<file path="src/rtl/sram_lsu.sv">
// sram_lsu: load/store initiator for the core's single-port data SRAM.
// Turns one byte-addressed RISC-V load/store per transaction into a word
// address, byte-lane write mask and lane-replicated write data, then
// extracts and sign/zero-extends load data from the SRAM's registered output.
//
// Handshake: a request transfers on a rising clock edge where req_valid and
// req_ready are both 1. req_ready is high only in IDLE; req_* are ignored
// otherwise. rsp_valid is a one-cycle pulse with no backpressure; rsp_err
// and rsp_rdata are meaningful only while rsp_valid is high.
//
// Optional feature: define SRAM_LSU_MISALIGN_ERR_EN to reject misaligned
// half/word accesses with an error response. When undefined, misaligned
// accesses silently use the naturally aligned location.
module sram_lsu #(
  parameter  int LENGTH = 8192,
  parameter  int NBITS  = 32,
  localparam int AW     = $clog2(LENGTH / 4)
) (
  input  logic             clock,
  input  logic             resetn,
  input  logic             req_valid,
  output logic             req_ready,
  input  logic             req_we,
  input  logic [2:0]       req_funct3,
  input  logic [31:0]      req_addr,
  input  logic [NBITS-1:0] req_wdata,
  output logic             rsp_valid,
  output logic [NBITS-1:0] rsp_rdata,
  output logic             rsp_err,
  output logic [AW-1:0]    mem_addr,
  output logic [NBITS-1:0] mem_data,
  output logic [3:0]       mem_we,
  input  logic [NBITS-1:0] mem_rdata,
  output logic [1:0]       o_dbg_state
);

  typedef enum logic [1:0] {
    IDLE   = 2'd0,
    ACCESS = 2'd1,
    WAIT   = 2'd2,
    RESP   = 2'd3
  } state_t;

  state_t           r_state;
  logic             r_we;
  logic [2:0]       r_funct3;
  logic [1:0]       r_off;
  logic             r_rsp_valid;
  logic             r_rsp_err;
  logic [NBITS-1:0] r_rsp_rdata;
  logic [AW-1:0]    r_mem_addr;
  logic [NBITS-1:0] r_mem_data;
  logic [3:0]       r_mem_we;

  logic [3:0]       w_mask;
  logic [NBITS-1:0] w_wdata;
  logic             w_err;
  logic [7:0]       w_byte;
  logic [15:0]      w_half;
  logic [NBITS-1:0] w_load;
  logic             w_unused_addr;

  // Address bits beyond the memory size are deliberately ignored.
  assign w_unused_addr = ^req_addr[31:AW+2];

`ifdef SRAM_LSU_MISALIGN_ERR_EN
  logic w_misalign;
  // Half must be 2-byte aligned, word must be 4-byte aligned.
  assign w_misalign = ((req_funct3[1:0] == 2'b01) && req_addr[0]) ||
                      ((req_funct3[1:0] == 2'b10) && (req_addr[1:0] != 2'b00));
`endif

  // Decode the incoming request into lane mask, replicated data and error.
  always_comb begin
    w_mask  = 4'b0000;
    w_wdata = req_wdata;
    w_err   = 1'b0;
    case (req_funct3)
      3'b000, 3'b100: begin
        w_mask  = 4'b0001 << req_addr[1:0];
        w_wdata = {4{req_wdata[7:0]}};
      end
      3'b001, 3'b101: begin
        w_mask  = req_addr[1] ? 4'b1100 : 4'b0011;
        w_wdata = {2{req_wdata[15:0]}};
      end
      3'b010: begin
        w_mask  = 4'b1111;
        w_wdata = req_wdata;
      end
      default: w_err = 1'b1;
    endcase
    // Unsigned variants only exist for loads.
    if (req_we && req_funct3[2]) w_err = 1'b1;
`ifdef SRAM_LSU_MISALIGN_ERR_EN
    if (w_misalign) w_err = 1'b1;
`endif
  end

  // Select the addressed byte/half from the SRAM word and extend it.
  always_comb begin
    w_byte = mem_rdata[{r_off, 3'b000} +: 8];
    w_half = r_off[1] ? mem_rdata[31:16] : mem_rdata[15:0];
    case (r_funct3)
      3'b000:  w_load = {{24{w_byte[7]}}, w_byte};
      3'b100:  w_load = {24'b0, w_byte};
      3'b001:  w_load = {{16{w_half[15]}}, w_half};
      3'b101:  w_load = {16'b0, w_half};
      default: w_load = mem_rdata;
    endcase
  end

  // Transaction FSM; every output is a register updated here.
  always_ff @(posedge clock or negedge resetn) begin
    if (!resetn) begin
      r_state     <= IDLE;
      r_we        <= 1'b0;
      r_funct3    <= 3'b000;
      r_off       <= 2'b00;
      r_rsp_valid <= 1'b0;
      r_rsp_err   <= 1'b0;
      r_rsp_rdata <= '0;
      r_mem_addr  <= '0;
      r_mem_data  <= '0;
      r_mem_we    <= 4'b0000;
    end else begin
      case (r_state)
        IDLE: begin
          if (req_valid) begin
            r_we        <= req_we;
            r_funct3    <= req_funct3;
            r_off       <= req_addr[1:0];
            r_rsp_rdata <= '0;
            r_rsp_err   <= w_err;
            if (w_err) begin
              // Rejected requests never touch the SRAM.
              r_rsp_valid <= 1'b1;
              r_state     <= RESP;
            end else begin
              r_mem_addr <= req_addr[AW+1:2];
              r_mem_data <= w_wdata;
              r_mem_we   <= req_we ? w_mask : 4'b0000;
              r_state    <= ACCESS;
            end
          end
        end
        ACCESS: begin
          r_mem_we <= 4'b0000;
          if (r_we) begin
            r_rsp_valid <= 1'b1;
            r_state     <= RESP;
          end else begin
            r_state <= WAIT;
          end
        end
        WAIT: begin
          r_rsp_rdata <= w_load;
          r_rsp_valid <= 1'b1;
          r_state     <= RESP;
        end
        RESP: begin
          r_rsp_valid <= 1'b0;
          r_state     <= IDLE;
        end
        default: r_state <= IDLE;
      endcase
    end
  end

  assign req_ready   = (r_state == IDLE);
  assign rsp_valid   = r_rsp_valid;
  assign rsp_err     = r_rsp_err;
  assign rsp_rdata   = r_rsp_rdata;
  assign mem_addr    = r_mem_addr;
  assign mem_data    = r_mem_data;
  assign mem_we      = r_mem_we;
  assign o_dbg_state = r_state;

endmodule
</file>
<file path="config.mk">
export PLATFORM = sky130hd
export DESIGN_NAME = sram_lsu
export DESIGN_NICKNAME = d
export VERILOG_FILES = /design/src/rtl/sram_lsu.sv
export SDC_FILE = /design/constraint.sdc
export NUM_CORES = 1
export LEC_CHECK = 0
export CAP_MARGIN = 0
export CORE_MARGIN = 1
export CORE_UTILIZATION = 48
export DETAILED_ROUTE_END_ITERATION = 8
export PLACE_DENSITY = 0.94
export REMOVE_ABC_BUFFERS = 1
export SKIP_LAST_GASP = 1
export SYNTH_ARGS = -nofsm -noshare
export SYNTH_HDL_FRONTEND = slang
export SYNTH_SLANG_ARGS = --single-unit
</file>
<file path="constraint.sdc">
create_clock -name clock -period 5.1 [get_ports clock]
set_input_delay 1.02 -clock clock [delete_from_list [all_inputs] [get_ports clock]]
set_output_delay 1.02 -clock clock [all_outputs]
set_load 0.05 [all_outputs]
</file>
==> flow_summary.ini, run 1 <==
[synthesis]
async_flop_share_pct = 100.0
synth.area.top_cells = dfrtp_1 (46%), mux2i_1 (6.4%), mux2_1 (5.4%), nand2_1 (4.3%), a21oi_1 (3.1%)
syn-instance-count = 469
synth-edff-count = 0
synthFlopType = dfrtp_1
synth.top_cells.by_count = dfrtp_1 (89), nand2_1 (55), mux2i_1 (31)
yosysTopAreaCell = dfrtp_1
synth_top_family_by_area = compound AO/OA/AOI/OAI gates
synth_mux_area_share_pct = 14.66
synth_compound_area_share_pct = 20.75
syn_area_per_cell_um2 = 10.30
synth.cell_area_mm2 = 0.004831
yosys.area_share.simple_pct = 12.74
synth-xor-area-share_pct = 0
synthAdderAreaFrac_pct = 1.295
synth_top_area_share_pct = 46.10
ys_ff_latch = 89
synth_cell_types = 48
synth_most_common_cell = dfrtp_1
synth.yosys.seq_area_share_pct = 46.10
ys_warn_count = 0

[clocking]
cts.clk_slew.worst_paths_ns = 0.09
cts_buffers = 9
cts.htree.levels = 3
cts_tree = done
ctsHoldBuffers = 0
insertion_delay_ns = 0.35
clockRootBuffer = clkbuf_8
cts_sinks = 89
cts_setup_buffers = 0
ctsResizeCount = 0
clk_path_buf_depth = 2

[cells_and_area]
n_antenna_cell = 0
multiInputGateArea_mm2 = 0.002397
drive_above_1_share_pct = 8.494
area_delta_synth_final_pct = 39.24
layout.nets = 728
ff_latch_area_mm2 = 0.002227
n_fill_cell = 712

[floorplan]
die-area_mm2 = 0.01047
ioPinCount = 187
fp.dieH_um = 102.3
core_area_mm2 = 0.009774
die_w_um = 102.3
fp-row-count = 36
start_util_pct = 49.42

[sta]
fin_worst_skew_ns = 0.006973
tightest_slew_ns = 0.9926
min_period_ns = 3.040
rsz0062_at_grt = false
hold_ws_ns = 0.4892
finalSetupTns_ns = 0
fmax_ghz = 0.3289
slew_viol_final = 0
setup_viol = 0
period_share_pct = 59.62
max-slew-margin-rel_pct = 33.82
hold_viol = 0

[placed_design]
numPortBuffers = 167
globalplace.congestion = 0.8304
post-dp-hpwl_um = 9954

[worst_setup_path]
path_cells = inv_1 -> ha_1 -> clkdlybuf4s50_1
critPathCaptureType = primary output
crit_path_max_fanout = 5
critPathSlowestCell = clkdlybuf4s50_1
cp_num_buf_inv = 2
critical_path.top_delay_family = buffers and inverters
cp.required_ns = 4.08
path_class = flop to primary output
critPathArrivalTime_ns = 2.02
critPathMaxStageDelay_ns = 0.83
startpoint_type = flop

[hold_path]
hp-class = flop to flop

[pwr]
leakage_nw = 2.857
vdd_drop_max_mv = 0.4680
p_per_area_mw_per_mm2 = 682.6
total_power_mw = 4.592

[grt]
grt_start_max_net_pins = 49
antenna_found_initial = 0
grt_pass1_wl_um = 21040
overflow = 0
grt_pass1_vias = 4397
grtUsageTotal_pct = 26.19

[routing]
drc = 0
num_vias = 4342
wire_per_inst_um = 17.69
postRouteAntennaNets = 0
first_pass_iters = 5
avgViaCountPerCell = 5.736
drtIter0Drc = 173
wirelength_um = 13390

[outcome]
status = finished clean

[flow_run]
drv_cap = 0
[cell type report]
type | instances | area share [%]
Tap cell | 133 | 2.474
Clock inverter | 3 | 0.2232
Inverter | 11 | 0.6138
Multi-Input combinational cell | 336 | 35.64
Clock buffer | 12 | 2.455
Timing Repair Buffer | 173 | 25.48
Sequential cell | 89 | 33.11
[tightest hold or removal path, stage by stage (launching register included)]
cell and delay [ns]:
dfrtp_1 0.35, nand2_1 0.05, o21ai_1 0.06
[registers in the layout (all words and copies together) (netlist names)]
register	count
rsp_valid	1
mem_data	32
mem_addr	11
o_dbg_state	2
r_off	2
r_we	1
r_funct3	3
mem_we	4
rsp_err	1
rsp_rdata	32
[kinds of logic after synthesis]
| logic type | Yosys count |
|---|---|
| adders and majority gates | 5 |
| AOI/OAI and AO/OA | 140 |
| buffers and inverters | 44 |
| muxes | 64 |
| and+or+nand+nor | 127 |
| DFF | 89 |
[power breakdown]
part	total, mW	switching, mW	internal [mW]
clock network	0.455	0.243	0.212
logic	2.81	1.81	1.01
registers	1.32	0.298	1.02
total	4.59	2.35	2.25
[metrics by stage]
step           area, um^2  worst slack [ns]  util [%]  instances
2_1_floorplan        4657             1.029         -        436
3_3_place_gp         6546             1.825     66.97        742
3_5_place_dp         6546             1.766     66.97        742
4_1_cts              6726             2.016     68.82        757
5_1_grt              6726             1.952     68.82        757
6_report             6726             2.060     68.82        757
[worst paths after layout]
path                       depth (start not counted)           start  slack [ns]             to
max                                                3  o_dbg_state[0]        2.06      req_ready
min                                                2    mem_data[18]        0.49   mem_data[18]
max reg2reg                                        5  o_dbg_state[0]        2.30  rsp_rdata[21]
min reg2reg                                        2    mem_data[18]        0.49   mem_data[18]
max in group asynchronous                          2          resetn        3.41  rsp_rdata[29]
min in group asynchronous                          1          resetn        0.63   rsp_rdata[8]
[metal layers]
metal | global-route usage, % | vias to the layer above | part of all wire (%)
met1 | 30.92 | 2064 | 39
met2 | 43.99 | 247 | 48
met3 | 7.866 | 32 | 11
li1 | - | 1999 | -
met5 | 0 | - | 0
met4 | 11.98 | 0 | 2.2
[layout by cell type (no fill, tap or decap), types with 3 or more instances in the layout]
master           instances
o21ai_0                  6
mux2_1                  23
nand2b_1                10
o211ai_1                17
nor2_1                  22
a22o_1                   5
o311ai_1                 6
a31oi_1                  3
mux2_2                   7
dfrtp_1                 89
and2_1                   3
clkdlybuf4s50_1        166
ha_1                     5
inv_1                    9
mux2i_1                 31
o21ai_1                 30
buf_4                    7
o211ai_2                10
nand2_1                 55
a221o_1                  4
clkbuf_8                12
nor2b_1                 24
a22oi_1                 16
o22ai_1                  3
clkinv_2                 3
a21oi_1                 30
Power figures use the tool's default switching activity.
==> run 2, diff against run 1 <==
CORE_UTILIZATION = 40   (was 48)
PLACE_DENSITY = 0.84   (was 0.94)
clock period = 2.51 ns   (was 5.1 ns; I/O delays follow)
==> flow_summary.ini, run 2 (synthesized netlist as in run 1, its figures left out) <==
[cells_and_area]
n_antenna_cell = 0
area_delta_synth_final_pct = 44.06
final_cell_mix = clkdlybuf4s50_1 (165), dfrtp_1 (89), nand2_1 (55)
layout_commonest_cell = clkdlybuf4s50_1
ff_latch_area_mm2 = 0.002227
layout.nets = 739
instances_no_fill = 778
multiInputGateArea_mm2 = 0.002397
drive_above_1_share_pct = 10.08
n_fill_cell = 932

[placed_design]
numPortBuffers = 167
post-dp-hpwl_um = 10100
globalplace.congestion = 0.8578
dp.cells = 763

[floorplan]
fp.dieH_um = 111.9
die-area_mm2 = 0.01252
start_util_pct = 41.60
die_w_um = 111.9
core_area_mm2 = 0.01161
ioPinCount = 187
fp-row-count = 39

[clocking]
cts.clk_slew.worst_paths_ns = 0.06
ctsHoldBuffers = 0
cts.htree.levels = 3
clk_path_buf_depth = 2
cts_tree = done
clockRootBuffer = clkbuf_16
cts_sinks = 89
ctsResizeCount = 0
cts_setup_buffers = 0
cts_buffers = 9
insertion_delay_ns = 0.35

[pwr]
total_power_mw = 9.776
vdd_drop_max_mv = 0.8803
leakage_nw = 2.967
p_per_area_mw_per_mm2 = 1405

[sta]
setup_viol = 0
hold_viol = 0
slew_viol_final = 0
max-slew-margin-rel_pct = 17.92
rsz0062_at_grt = false
fmax_ghz = 0.4327
min_period_ns = 2.311
finalSetupTns_ns = 0
period_share_pct = 92.07
hold_ws_ns = 0.1222
tightest_slew_ns = 1.227
fin_worst_skew_ns = 0.009267

[grt]
grt_start_max_net_pins = 68
grt_pass1_wl_um = 22610
overflow = 0
grt_pass1_vias = 4558
antenna_found_initial = 0
grtUsageTotal_pct = 22.88

[worst_setup_path]
crit_path_max_fanout = 17
critPathCaptureType = flop
r2r_start = o_dbg_state[0]
critPathArrivalTime_ns = 2.58
startpoint_type = flop
cp.required_ns = 2.78
rrSetupSlack_ns = 0.20
r2r_cells = 7
r2r-end = rsp_rdata[17]
path_class = flop to flop

[outcome]
status = finished, violations left
violations = DRC

[routing]
wire_per_inst_um = 17.38
drtIter0Drc = 179
drc = 7
avgViaCountPerCell = 5.504
first_pass_iters = 6
postRouteAntennaNets = 0
num_vias = 4282
wirelength_um = 13520

[hold_path]
hp-class = input pin to asynchronous set/reset pin

[flow_run]
drv_cap = 0
run 2: routing by layer:
metal	vias up	share of wire [%]	wire (um)	global-route usage, %
met5	-	0	0	0
met4	0	2.6	354	10.81
met3	28	8.9	1209	7.948
met2	183	48	6550	38.80
met1	2054	40	5406	25.77
li1	2017	-	-	-
run 2: worst max-delay path by stage:
stage | startpoint | to | slack, ns | cells past startpoint
floorplan | o_dbg_state[0] | mem_we[0] | -1.56 | 5
global placement | req_valid | rsp_rdata[19] | 0.18 | 5
detailed placement | req_valid | rsp_rdata[20] | 0.10 | 5
CTS | o_dbg_state[1] | rsp_rdata[17] | 0.24 | 7
global route | o_dbg_state[0] | rsp_rdata[17] | 0.03 | 7
finish | o_dbg_state[0] | rsp_rdata[17] | 0.20 | 7
run 2: critical path, stage by stage (launching register included):
cell	delay, ns
dfrtp_1	0.42
inv_1	0.15
ha_1	0.20
inv_2	0.04
nor2_1	0.92
buf_4	0.28
a22oi_1	0.09
o211ai_1	0.11
run 2: through the flow:
stage | area (um^2) | util [%] | worst slack (ns)
after floorplan | 4657 | - | -1.561
after global placement | 6676 | 57.49 | 0.1757
after detailed placement | 6676 | 57.49 | 0.1048
after CTS | 6959 | 59.92 | 0.2356
after global routing | 6959 | 59.92 | 0.02536
final | 6959 | 59.92 | 0.1991
run 2: final cells by class:
type                    instances  area share, %
clock inverters                 2         0.1798
well taps                     143          2.571
clock buffers                  13          3.883
inverters                      11         0.5933
flip-flops and latches         89          32.00
multi-input cells             336          34.45
repair buffers                184          26.32
run 2: power by group:
| part | switching (mW) | total, mW | internal (mW) |
|---|---|---|---|
| registers | 0.535 | 2.62 | 2.09 |
| clock network | 0.547 | 1.29 | 0.745 |
| logic | 3.72 | 5.86 | 2.14 |
==> run 3, diff against run 2 <==
CORE_MARGIN = not set   (was 1)
==> results of run 3 <==
No change in the layout: final DEF, timing and power equal those of run 2.
